File: src/rtl/icache_tag_ctrl_if.sv
// Bundles the lookup, refill, flush and tag RAM signals of the icache tag controller.
// The controller uses slave. The requesters use master. The tag RAM uses ram.
interface icache_tag_ctrl_if #(
  parameter int unsigned ADDR_WIDTH = 6,
  parameter int unsigned TAG_WIDTH  = 6
) ();
  logic                  lk_req;
  logic [ADDR_WIDTH-1:0] lk_addr;
  logic [TAG_WIDTH-1:0]  lk_tag;
  logic                  lk_gnt;
  logic                  lk_rvalid;
  logic                  lk_hit;
  logic                  rf_req;
  logic [ADDR_WIDTH-1:0] rf_addr;
  logic [TAG_WIDTH-1:0]  rf_tag;
  logic                  rf_gnt;
  logic                  flush_req;
  logic                  flush_busy;
  logic                  flush_done;
  logic                  tag_req;
  logic                  tag_write;
  logic [ADDR_WIDTH-1:0] tag_raddr;
  logic [ADDR_WIDTH-1:0] tag_waddr;
  logic [TAG_WIDTH:0]    tag_wdata;
  logic [TAG_WIDTH:0]    tag_rdata;

  modport master (
    output lk_req, lk_addr, lk_tag, rf_req, rf_addr, rf_tag, flush_req,
    input  lk_gnt, lk_rvalid, lk_hit, rf_gnt, flush_busy, flush_done
  );

  modport slave (
    input  lk_req, lk_addr, lk_tag, rf_req, rf_addr, rf_tag, flush_req, tag_rdata,
    output lk_gnt, lk_rvalid, lk_hit, rf_gnt, flush_busy, flush_done,
    output tag_req, tag_write, tag_raddr, tag_waddr, tag_wdata
  );

  modport ram (
    input  tag_req, tag_write, tag_raddr, tag_waddr, tag_wdata,
    output tag_rdata
  );
endinterface

File: src/rtl/icache_tag_ctrl.sv
// Instruction cache tag controller. It arbitrates flush, refill and lookup access to a
// single-port tag RAM. A RAM word is {valid, tag}.
module icache_tag_ctrl #(
  parameter int unsigned ADDR_WIDTH = 6,
  parameter int unsigned TAG_WIDTH  = 6
) (
  input  logic             clk,
  input  logic             rst_n,
  icache_tag_ctrl_if.slave bus
);
  localparam int unsigned AW = ADDR_WIDTH;
  localparam int unsigned TW = TAG_WIDTH;
  localparam int unsigned WW = TAG_WIDTH + 1;
  localparam logic [AW-1:0] CNT_LAST = '1;

  typedef enum logic {IDLE = 1'b0, FLUSH = 1'b1} state_t;

  state_t         state;
  logic [AW-1:0]  cnt;
  logic [TW-1:0]  lk_tag_q;
  logic           lk_rvalid_q;
  logic           flush_busy_q;
  logic           flush_done_q;
  logic           lk_gnt_c;
  logic           rf_gnt_c;
  logic           idle_free;

  // Fixed priority: an active flush wins, then a new flush request, then refill, then lookup.
  always_comb begin
    idle_free      = (state == IDLE) && !bus.flush_req;
    rf_gnt_c       = idle_free && bus.rf_req;
    lk_gnt_c       = idle_free && !bus.rf_req && bus.lk_req;
    bus.tag_req    = 1'b0;
    bus.tag_write  = 1'b0;
    bus.tag_raddr  = bus.lk_addr;
    bus.tag_waddr  = bus.rf_addr;
    bus.tag_wdata  = {1'b1, bus.rf_tag};
    if (state == FLUSH) begin
      bus.tag_req   = 1'b1;
      bus.tag_write = 1'b1;
      bus.tag_waddr = cnt;
      bus.tag_wdata = WW'(0);
    end else if (rf_gnt_c) begin
      bus.tag_req   = 1'b1;
      bus.tag_write = 1'b1;
    end else if (lk_gnt_c) begin
      bus.tag_req   = 1'b1;
    end
  end

  // The RAM returns read data one cycle after the grant. It is compared against the captured tag.
  always_comb begin
    bus.lk_gnt     = lk_gnt_c;
    bus.rf_gnt     = rf_gnt_c;
    bus.lk_rvalid  = lk_rvalid_q;
    bus.lk_hit     = lk_rvalid_q && bus.tag_rdata[TW] &&
                     (bus.tag_rdata[TW-1:0] == lk_tag_q);
    bus.flush_busy = flush_busy_q;
    bus.flush_done = flush_done_q;
  end

  always_ff @(posedge clk or negedge rst_n) begin
    if (!rst_n) begin
      state        <= FLUSH;
      cnt          <= '0;
      lk_tag_q     <= '0;
      lk_rvalid_q  <= 1'b0;
      flush_busy_q <= 1'b1;
      flush_done_q <= 1'b0;
    end else begin
      flush_done_q <= 1'b0;
      lk_rvalid_q  <= lk_gnt_c;
      if (lk_gnt_c) lk_tag_q <= bus.lk_tag;
      case (state)
        IDLE: begin
          if (bus.flush_req) begin
            state        <= FLUSH;
            cnt          <= '0;
            flush_busy_q <= 1'b1;
          end
        end
        FLUSH: begin
          // A flush request seen here is dropped. It does not restart or queue a flush.
          cnt <= cnt + AW'(1);
          if (cnt == CNT_LAST) begin
            state        <= IDLE;
            flush_busy_q <= 1'b0;
            flush_done_q <= 1'b1;
          end
        end
        default: state <= IDLE;
      endcase
    end
  end
endmodule

File: src/flat_wrapper.sv
// flat-port wrapper written by rule: the top's interface ports become plain ports
module icache_tag_ctrl_flat 
#(
  parameter int unsigned ADDR_WIDTH = 6,
  parameter int unsigned TAG_WIDTH  = 6
)
  (clk, rst_n, bus_lk_req, bus_lk_addr, bus_lk_tag, bus_rf_req, bus_rf_addr, bus_rf_tag, bus_flush_req, bus_tag_rdata, bus_lk_gnt, bus_lk_rvalid, bus_lk_hit, bus_rf_gnt, bus_flush_busy, bus_flush_done, bus_tag_req, bus_tag_write, bus_tag_raddr, bus_tag_waddr, bus_tag_wdata);
  icache_tag_ctrl_if #(.ADDR_WIDTH(ADDR_WIDTH), .TAG_WIDTH(TAG_WIDTH)) bus_i ();
  input  logic clk;
  input  logic rst_n;
  input wire logic [$bits(bus_i.lk_req)-1:0] bus_lk_req;
  input wire logic [$bits(bus_i.lk_addr)-1:0] bus_lk_addr;
  input wire logic [$bits(bus_i.lk_tag)-1:0] bus_lk_tag;
  input wire logic [$bits(bus_i.rf_req)-1:0] bus_rf_req;
  input wire logic [$bits(bus_i.rf_addr)-1:0] bus_rf_addr;
  input wire logic [$bits(bus_i.rf_tag)-1:0] bus_rf_tag;
  input wire logic [$bits(bus_i.flush_req)-1:0] bus_flush_req;
  input wire logic [$bits(bus_i.tag_rdata)-1:0] bus_tag_rdata;
  output wire logic [$bits(bus_i.lk_gnt)-1:0] bus_lk_gnt;
  output wire logic [$bits(bus_i.lk_rvalid)-1:0] bus_lk_rvalid;
  output wire logic [$bits(bus_i.lk_hit)-1:0] bus_lk_hit;
  output wire logic [$bits(bus_i.rf_gnt)-1:0] bus_rf_gnt;
  output wire logic [$bits(bus_i.flush_busy)-1:0] bus_flush_busy;
  output wire logic [$bits(bus_i.flush_done)-1:0] bus_flush_done;
  output wire logic [$bits(bus_i.tag_req)-1:0] bus_tag_req;
  output wire logic [$bits(bus_i.tag_write)-1:0] bus_tag_write;
  output wire logic [$bits(bus_i.tag_raddr)-1:0] bus_tag_raddr;
  output wire logic [$bits(bus_i.tag_waddr)-1:0] bus_tag_waddr;
  output wire logic [$bits(bus_i.tag_wdata)-1:0] bus_tag_wdata;
  assign bus_i.lk_req = bus_lk_req;
  assign bus_i.lk_addr = bus_lk_addr;
  assign bus_i.lk_tag = bus_lk_tag;
  assign bus_i.rf_req = bus_rf_req;
  assign bus_i.rf_addr = bus_rf_addr;
  assign bus_i.rf_tag = bus_rf_tag;
  assign bus_i.flush_req = bus_flush_req;
  assign bus_i.tag_rdata = bus_tag_rdata;
  assign bus_lk_gnt = bus_i.lk_gnt;
  assign bus_lk_rvalid = bus_i.lk_rvalid;
  assign bus_lk_hit = bus_i.lk_hit;
  assign bus_rf_gnt = bus_i.rf_gnt;
  assign bus_flush_busy = bus_i.flush_busy;
  assign bus_flush_done = bus_i.flush_done;
  assign bus_tag_req = bus_i.tag_req;
  assign bus_tag_write = bus_i.tag_write;
  assign bus_tag_raddr = bus_i.tag_raddr;
  assign bus_tag_waddr = bus_i.tag_waddr;
  assign bus_tag_wdata = bus_i.tag_wdata;
  icache_tag_ctrl #(.ADDR_WIDTH(ADDR_WIDTH), .TAG_WIDTH(TAG_WIDTH)) u_core (.clk(clk), .rst_n(rst_n), .bus(bus_i));
endmodule
File: config.mk
export PLATFORM = sky130hd
export DESIGN_NAME = icache_tag_ctrl_flat
export DESIGN_NICKNAME = d
export VERILOG_FILES = /design/src/rtl/icache_tag_ctrl_if.sv /design/src/rtl/icache_tag_ctrl.sv /design/src/flat_wrapper.sv
export SDC_FILE = /design/constraint.sdc
export NUM_CORES = 1
export LEC_CHECK = 0
export CELL_PAD_IN_SITES_DETAIL_PLACEMENT = 1
export CELL_PAD_IN_SITES_GLOBAL_PLACEMENT = 1
export CORE_MARGIN = 1
export CORE_UTILIZATION = 22
export DETAILED_ROUTE_END_ITERATION = 8
export HOLD_SLACK_MARGIN = 0.06
export PLACE_DENSITY = 0.86
export SLEW_MARGIN = 20
export SYNTH_ARGS = -nofsm -noshare
export SYNTH_HDL_FRONTEND = slang
export SYNTH_SLANG_ARGS = --single-unit
File: constraint.sdc
create_clock -name clk -period 1.4 [get_ports clk]
set_input_delay 0.28 -clock clk [delete_from_list [all_inputs] [get_ports clk]]
set_output_delay 0.28 -clock clk [all_outputs]
set_load 0.005 [all_outputs]
# Yosys cells after proc, flatten, opt, wreduce, memory -nomap -nowiden
# Cells that the tools add are included.
# word_totals
word_cells	38
output_inout_bits	27
reg_bits	16
# op_classes
addsub	1
bitwise	1
n_eq_ne	4
reduce_logical	9
mux	17
# op_table
cell	n
$mux 6	2
$pmux 6 s2	1
$mux 1	11
$mux 7	1
$add 6x1->6 const B	1
$eq 6x6->1	1
$eq 6x6->1 const B	1
$logic_and 1x1->1	6
$ne 2x2->1 const B	2
$pmux 1 s2	2
$logic_not 1->1	2
$reduce_and 2->1	1
$not 1->1	1

# Longest topological paths before layout
# Gate-level depths: netlist of run 1.
# logic_depth
word_depth	7
ltp_mapped	4
ltp_nobuf	4

# Least setup slack after synthesis of run 1
# OpenSTA, ideal clock, no wires.
# synth_timing
path_type	reg2out
from	register u_core.state
to	output bus_tag_waddr[0]
path_buffers	1
arrival_ns	1.089
required_ns	1.120
slack_ns	0.031
stages_incl_launch_ff	3
path_cell_list	dfstp_2 -> buf_2 -> mux2_2
# synth_between
elab_chain_len	1
# synth_rtl
element	line	text
from (decl)	icache_tag_ctrl.sv:18	state_t state;
from (signal assigned)	icache_tag_ctrl.sv:64	state <= FLUSH;
from (signal assigned)	icache_tag_ctrl.sv:77	state <= FLUSH;
from (signal assigned)	icache_tag_ctrl.sv:86	state <= IDLE;
$mux 6	icache_tag_ctrl.sv:38	if (state == FLUSH) begin
to (decl)	flat_wrapper.sv:28	output wire logic [$bits(bus_i.tag_waddr)-1:0] bus_tag_waddr;
# Every way passes these cells.

# Worst setup path in the final report of run 1
# layout_timing
from	register u_core.state
to	output bus_tag_waddr[3]
# The elaborated chain is that of the path after synthesis.

==> results of run 1 <==
per-stage QoR:
step,cell area [sq um],setup TNS [ps]
after detailed placement,1540,-10680
after global routing,1740,-6700
after CTS,1690,-5300
after global placement,1540,-9640
final,1740,-5390
after floorplan,898,0
cell type report:
type                    count  share of cell area (%)
clock buffers               4                    3.17
inverters                   3                   0.791
multi-input cells          59                    28.3
flip-flops and latches     16                    23.2
well taps                  48                    3.45
repair buffers             75                    41.1
what timing repair did:
item	in CTS	in global routing
pin swaps	7	5
cloned	1	0
endpoints found under the setup margin	25	31
setup buffers	4	4
endpoints found under the hold margin	0	0
gates resized for setup	109	9
cells by family (layout without fill, tap and decap cells):
group,after synthesis,count (layout),share of synthesized area (%)
and+or+nand+nor,29,29,18.8
DFF,16,16,44.8
AOI/OAI and AO/OA,11,11,7.10
muxes,11,11,13.8
buffers and inverters,11,82,7.24
xor gates and xnor gates,7,7,6.82
adders and majority gates,1,1,1.39
flip-flops by register name (all words and copies together), names as in the netlist:
name,flops
u_core.cnt,6
u_core.lk_tag_q,6
u_core.bus.flush_done,1
u_core.bus.lk_rvalid,1
u_core.state,1
u_core.bus.flush_busy,1
path summary, 6_finish.rpt:
check | startpoint | to | slack [ps] | cells past startpoint
max | u_core.state | bus_tag_waddr[3] | -310 | 3
min reg2reg | u_core.bus.flush_busy | u_core.bus.flush_busy | 520 | 2
max in group asynchronous | rst_n | u_core.state | 790 | 2
min | rst_n | u_core.cnt[5] | 360 | 2
max reg2reg | u_core.state | u_core.lk_tag_q[3] | -120 | 5
min in group clk | u_core.bus.flush_busy | u_core.bus.flush_busy | 520 | 2
power by group:
group	leakage [nW]	switching, W	total, W	internal, W
Clock	0.0288	0.000161	0.000411	0.000249
Sequential	0.201	0.0000780	0.000670	0.000592
Combinational	0.633	0.000428	0.00109	0.000662
layer usage:
metal  GRT usage (%)  routed length [um]
met1            15.2                1140
met2            31.5                1770
met3            3.62                 221
met4            6.25                  52
met5               0                   0
placed cells by master, fill, tap and decap left out, types with 2 or more instances in the layout:
| cell type | count |
|---|---|
| xnor2_1 | 3 |
| buf_2 | 9 |
| inv_1 | 2 |
| buf_4 | 18 |
| dfrtp_1 | 14 |
| nor2b_1 | 6 |
| dfstp_2 | 2 |
| clkdlybuf4s50_1 | 24 |
| dlymetal6s2s_1 | 4 |
| o21ai_0 | 2 |
| clkbuf_8 | 4 |
| nor2_1 | 3 |
| nand2_1 | 7 |
| dlygate4sd2_1 | 4 |
| buf_6 | 13 |
| nand3_1 | 5 |
| nand4_1 | 2 |
| mux2_4 | 11 |
| o21ai_1 | 4 |
| xor2_1 | 3 |
==> impl.org, run 1 <==
** STA
- Share of the clock period used by the worst path :: 122%
- Setup repair after global routing could not meet its margin everywhere.
- Final count of negative-setup-slack endpoints :: 29
- The final max-slew violation count came to 0.
- The final number of hold-violating endpoints came to 0.
- Post-route clock skew :: 4.72 ps
- For this run, the top clock speed supported by timing is 584 MHz.
- Across all setup checks in the final design, the least slack found is -312 ps.
- Minimum clock period :: 1710 ps
- Final worst hold slack :: 358 ps
- Least-Margin Pin Slew :: 276 ps
- Measured against its own limit, the worst slew margin works out to 81.6%.

** Critical path
- Worst-path maximum fanout :: 5
- The signal on the critical path passes through buf_16 -> mux2_4 -> buf_6.
- Data required time at the worst endpoint :: 1120 ps
- Delay contributed by the slowest stage of the critical path :: 620 ps
- At the worst endpoint, the arrival time is 1430 ps.
- Type of the setup path with the least slack :: register to output port
- Largest delay share family, worst path :: flip-flops
- Worst Setup Start Kind :: register
- The worst setup path is captured at an output port.
- Number of buffers and inverters on the critical path :: 2
- The largest individual stage delay along the critical path comes from the cell dfstp_2.

** Drt
- In the routed design, unresolved DRC markers number 0.
- The detail route stage leaves a number of antenna-violating nets equal to 0.
- Before antenna repair, the detailed router went through 2 iterations.
- Post-DR vias/cell :: 4.53
- The routed layout has 928 vias.
- After detailed routing, the total wire length is 3180 um.
- Final routed wire length divided by cell count :: 15.5 um
- Count of routing violations after the opening detailed-route iteration :: 8

** Clock network
- Number of sinks driven by the clock tree :: 16
- TritonCTS clock tree :: done
- For the worst-skew pair, the clock arrives at the later sink with an insertion delay of 250 ps.
- Maximum clock path buffer count :: 2
- Root Buffer Master :: clkbuf_8
- TritonCTS buffer count :: 3
- Clock-pin transition on the worst setup and hold timing paths :: 70 ps
- In this run, post-CTS hold repair placed 0 buffers.
- H-Tree Level Count :: 1

** Die
- Area inside the core boundary :: 3800 sq um
- Die boundary height :: 65.9 um
- The die covers 4340 sq um.
- Die extent in x :: 65.9 um
- 63 I/O pins were placed.
- The floorplan has 22 rows.
- Starting Density :: 23.6%

** Synth
- The cell count after synthesis came out at 86.
- Summed over its instances, the top area cell type makes up 39.0% of the synthesized netlist area.
- The most common cell in the synthesized netlist is dfrtp_1.
- Most common flop cell mapped by yosys :: dfrtp_1
- Netlist area before placement :: 898 sq um
- Ranked by instance count, the synthesized netlist is headed by dfrtp_1, mux2_2, nand2_1, nor2b_1, o21ai_0.
- Yosys mapped the design onto 25 distinct sky130hd cell types.
- In the synthesized netlist the async set-or-reset flop fraction comes to 100%.
- Summed over all instances, the cell type with the most area after synthesis is dfrtp_1.
- Counting every net in the synthesized netlist gives 123.
- By area the synthesized netlist is led by dfrtp_1, mux2_2, dfstp_2, buf_4, nor2b_1.
- Mean area per synthesized cell :: 10.4 sq um
- Summing the sequential cell areas from Yosys gives 44.8% of the chip area.
- Synthesis inferred 16 register bits.
- The synthesized design contains 0 enable-type register cells.
- Total of warnings raised by yosys :: 0

** Flow run
- Max-Cap Viols :: 0

** Global routing
- The number of antenna violations at the first check in global routing was 0.
- Maximum number of pins on one net before global-route repair :: 17
- Overall global routing resource usage :: 15.8%
- Number of global-route vias before repair :: 1,050
- For this run the aggregate overflow at the end of global routing stands at 0.
- Global-route wire length before repair :: 5020 um

** Place
- Setup slack after placement :: -767 ps
- After legalization and detailed placement, the total HPWL measured 2230 um.
- During placement, the flow inserted port buffers numbering 50.
- Routability-driven placement finished with a final weighted congestion of 0.819.
- Total placed cells including tap cells :: 192

** Layout
- Non-filler instance count after layout :: 205
- At the end of the flow the core is filled with cells to 45.8%.
- The post-route netlist has 42.0% of its cells at a drive strength greater than 1.
- After the last flow step, the layout net total stands at 195.
- The multi-input combinational cells in the finished layout cover a total of 493 sq um.
- Counting the fill cells in the layout gives 426.
- Storage cell area :: 403 sq um
- Number of inserted diodes :: 0
- Synthesis-to-finish area growth :: 93.6%

** Outcome
- Violated checks :: negative setup slack
- The flow ran to the end, but the final reports show violations.

** Power and ir drop
- For this design the static power due to leakage is 0.863 nW.
- Total Power :: 0.00217 W
- Dividing total power by cell area gives a power density of 1250 nW/um^2.
- Worst vdd rail ir drop :: 611 uV

** Min path
- The tightest min-delay check is of the primary input to async pin type.
No activity file was read; power rests on OpenSTA's default activity.
==> run 2, diff against run 1 <==
--- a/config.mk
+++ b/config.mk
@@ -12,7 +12,7 @@
 export DETAILED_ROUTE_END_ITERATION = 8
 export HOLD_SLACK_MARGIN = 0.06
 export PLACE_DENSITY = 0.86
-export SLEW_MARGIN = 20
+export SKIP_CTS_REPAIR_TIMING = 1
 export SYNTH_ARGS = -nofsm -noshare
 export SYNTH_HDL_FRONTEND = slang
 export SYNTH_SLANG_ARGS = --single-unit
==> constraint.sdc (replaced) <==
create_clock -name clk -period 1.37 [get_ports clk]
set_input_delay 0.274 -clock clk [delete_from_list [all_inputs] [get_ports clk]]
set_output_delay 0.274 -clock clk [all_outputs]
set_load 0.005 [all_outputs]
==> impl.org, run 2 (synthesized netlist as in run 1, its figures left out) <==
** Clock network
- Clock latency at the later pin of the worst-skew pair :: 250 ps (about the same)
- TritonCTS clock tree :: done (unchanged)
- The clock buffer count from CTS was 3 (unchanged).
- Root Buffer Master :: clkbuf_8 (unchanged)
- H-Tree Level Count :: 1 (unchanged)
- Number of sinks driven by the clock tree :: 16 (unchanged)
- Maximum clock path buffer count :: 2 (unchanged)
- The clock edge transition at the registers on the reported setup and hold paths was 70 ps (about the same).

** Layout
- Most common library cell in the layout ignoring fill and taps :: clkdlybuf4s50_1 (unchanged)
- The footprint of the flip-flops and latches came to 403 sq um (unchanged).
- Commonest non-fill, non-tap cells in the layout: clkdlybuf4s50_1, buf_4, dfrtp_1 (unchanged).
- Nets :: 194 (was 195)
- Fraction of final layout cells with drive strength greater than 1 :: 35.9% (was 42.0%)
- Biggest registers after layout :: u_core.cnt x6, u_core.lk_tag_q x6 (unchanged)
- Non-filler instance count after layout :: 204 (was 205)
- Area of the multi-input gates :: 480 sq um (was 493 sq um)
- Number of inserted diodes :: 0 (unchanged)
- The relative area change from synthesis to final layout is 92.2% (was 93.6%).
- The number of filler instances in the final layout is 424 (was 426).

** STA
- The worst-case clock skew was 4.98 ps (was 4.72 ps).
- The worst path setup slack after routing is -348 ps (was -312 ps).
- Final-report hold violation count :: 0 (unchanged)
- The total of endpoints with negative setup slack in the final report is 26 (was 29).
- Minimum clock period :: 1720 ps
- Timing would allow up to 582 MHz.
- The final worst hold slack is 353 ps (was 358 ps).
- RSZ-0062 raised after global routing: yes (unchanged).
- Least-Margin Pin Slew :: 295 ps (was 276 ps)
- Max Slew Vio Count :: 0 (unchanged)
- Worst slew margin relative to its limit :: 80.3% (was 81.6%)
- Share of the clock period used by the worst path :: 125%

** Power and ir drop
- The relative contribution of sequential cells to total power came to 32.3% (was 30.9%).
- Part of the power in the clock network :: 19.9% (was 18.9%)
- Leak :: 0.970 nW (was 0.863 nW)
- Worst vdd rail ir drop :: 562 uV (was 611 uV)
- The internal power summed over all cells is 0.00145 W (was 0.00150 W).
- NetSw :: 0.000665 W (was 0.000667 W)
- Switching share of total power :: 31.4% (was 30.7%)
- Combinational share of power :: 47.8% (was 50.2%)
- The power per cell area is 1230 nW/um^2 (was 1250 nW/um^2).

** Critical path
- R2r endpoint :: u_core.lk_tag_q[3] (unchanged)
- Data arrival time of the critical path :: 1440 ps (was 1430 ps)
- Data required time at the worst endpoint :: 1100 ps (was 1120 ps)
- Crit Reg-Reg Startpoint :: u_core.state (unchanged)
- Endpoint class of the critical path :: output port (unchanged)
- The standard cell with the maximum stage delay on the critical path was dfstp_2 (unchanged).
- Type of the setup path with the least slack :: register to output port (unchanged)
- Chain of cells forming the critical path: buf_12 -> buf_4 -> mux2_4 -> clkbuf_2 (was buf_16 -> mux2_4 -> buf_6).
- Worst-path maximum fanout :: 6 (was 5)
- The largest incremental delay on the critical path was 560 ps (was 620 ps).
- The reg2reg setup slack is -110 ps (was -120 ps).
- Worst Setup Start Kind :: register (unchanged)
- Worst reg2reg path depth :: 5 (unchanged)

** Die
- Number of rows in the core area :: 22 (unchanged)
- Die extent in x :: 65.9 um (unchanged)
- The die outline height was 65.9 um (unchanged).
- Area inside the core boundary :: 3800 sq um (unchanged)
- I/O pin total :: 63 (unchanged)
- Die Footprint :: 4340 sq um (unchanged)
- Starting Density :: 23.6% (unchanged)

** Drt
- Total number of vias :: 908 (was 928)
- The first-iteration detailed-routing DRC count is 8 (unchanged).
- Final routed wire length divided by cell count :: 15.2 um (was 15.5 um)
- Final wirelength :: 3100 um (was 3180 um)
- The remaining antenna violation count after routing was 0 (unchanged).
- The DRC violation count after routing came to 0 (unchanged).
- The via density per instance came to 4.45 (was 4.53).
- Drt pass-1 iters :: 3 (was 2)

** Outcome
- Violated checks :: negative setup slack (unchanged)
- Status :: complete, but fails checks (unchanged)

** Place
- Total placed cells including tap cells :: 192 (unchanged)
- Setup slack after placement :: -785 ps (was -767 ps)
- The final weighted congestion in routability-driven placement came to 0.819 (unchanged).
- Number of port buffers :: 50 (unchanged)
- The half-perimeter wire length of the detailed placement result is 2230 um (unchanged).

** Global routing
- Number of global-route vias before repair :: 979 (was 1,050)
- The first-pass GRT wire length was 4330 um (was 5020 um).
- The number of antenna violations at the first check in global routing was 0 (unchanged).
- The global-route usage over all layers is 13.4% (was 15.8%).
- The residual overflow from global routing was 0 (unchanged).
- The pin count of the biggest net entering global routing is 17 (unchanged).

** Flow run
- Max-Cap Viols :: 0 (unchanged)

** Min path
- The worst hold path class is primary input to async pin (unchanged).
[run 2: cell count changes in the layout (fill, tap and decap cells not counted), sizes merged]
cell,previous run,this run
clkdlybuf4s50,24,26
dlygate4sd2,4,0
clkbuf,4,13
buf,43,26
dlymetal6s2s,4,13
[run 2: how the worst max path moves through the flow]
stage / startpoint / end / slack [ps] / depth (start not counted)
after floorplan: u_core.state / bus_tag_waddr[0] / 7 / 2
after global placement: bus_flush_req / bus_tag_req / -730 / 5
after detailed placement: bus_flush_req / bus_tag_req / -790 / 5
after CTS: bus_flush_req / bus_tag_req / -790 / 5
after global routing: u_core.state / bus_tag_waddr[0] / -380 / 4
final: u_core.state / bus_tag_waddr[0] / -350 / 4
[run 2: stage by stage]
step | power, W | cell area, sq um | setup TNS (ps) | util (%)
2_1_floorplan | 0.00106 | 898 | 0 | -
3_3_place_gp | 0.00160 | 1540 | -10240 | 40.5
3_5_place_dp | 0.00165 | 1540 | -11300 | 40.5
4_1_cts | 0.00209 | 1590 | -12360 | 41.9
5_1_grt | 0.00225 | 1730 | -6260 | 45.5
6_report | 0.00212 | 1730 | -4910 | 45.5
[run 2: power by group through the flow]
stage                     Combinational [W]  Clock, W  Sequential, W
after global routing                0.00110  0.000451       0.000700
after CTS                          0.000985  0.000433       0.000674
after global placement             0.000925         0       0.000677
final                               0.00101  0.000421       0.000684
after floorplan                    0.000350         0       0.000707
after detailed placement           0.000975         0       0.000679
[run 2: critical path: cells and delay by family (launching register included)]
family | cells | cell delay (ps)
flip-flops | 1 | 560
buffers and inverters | 3 | 350
multiplexers | 1 | 290
[run 2: per-layer routing]
layer	global-route usage (%)	vias to the layer above	wire length, um
li1	-	428	-
met1	13.7	434	1150
met2	25.8	42	1710
met3	2.76	4	201
met4	5.71	0	39
met5	0	-	0
[run 2: cell type report]
type	count	area share, %
clock buffers	4	3.19
repair buffers	74	41.5
multi-input cells	59	27.8
inverters	3	0.652
flip-flops and latches	16	23.3
well taps	48	3.48
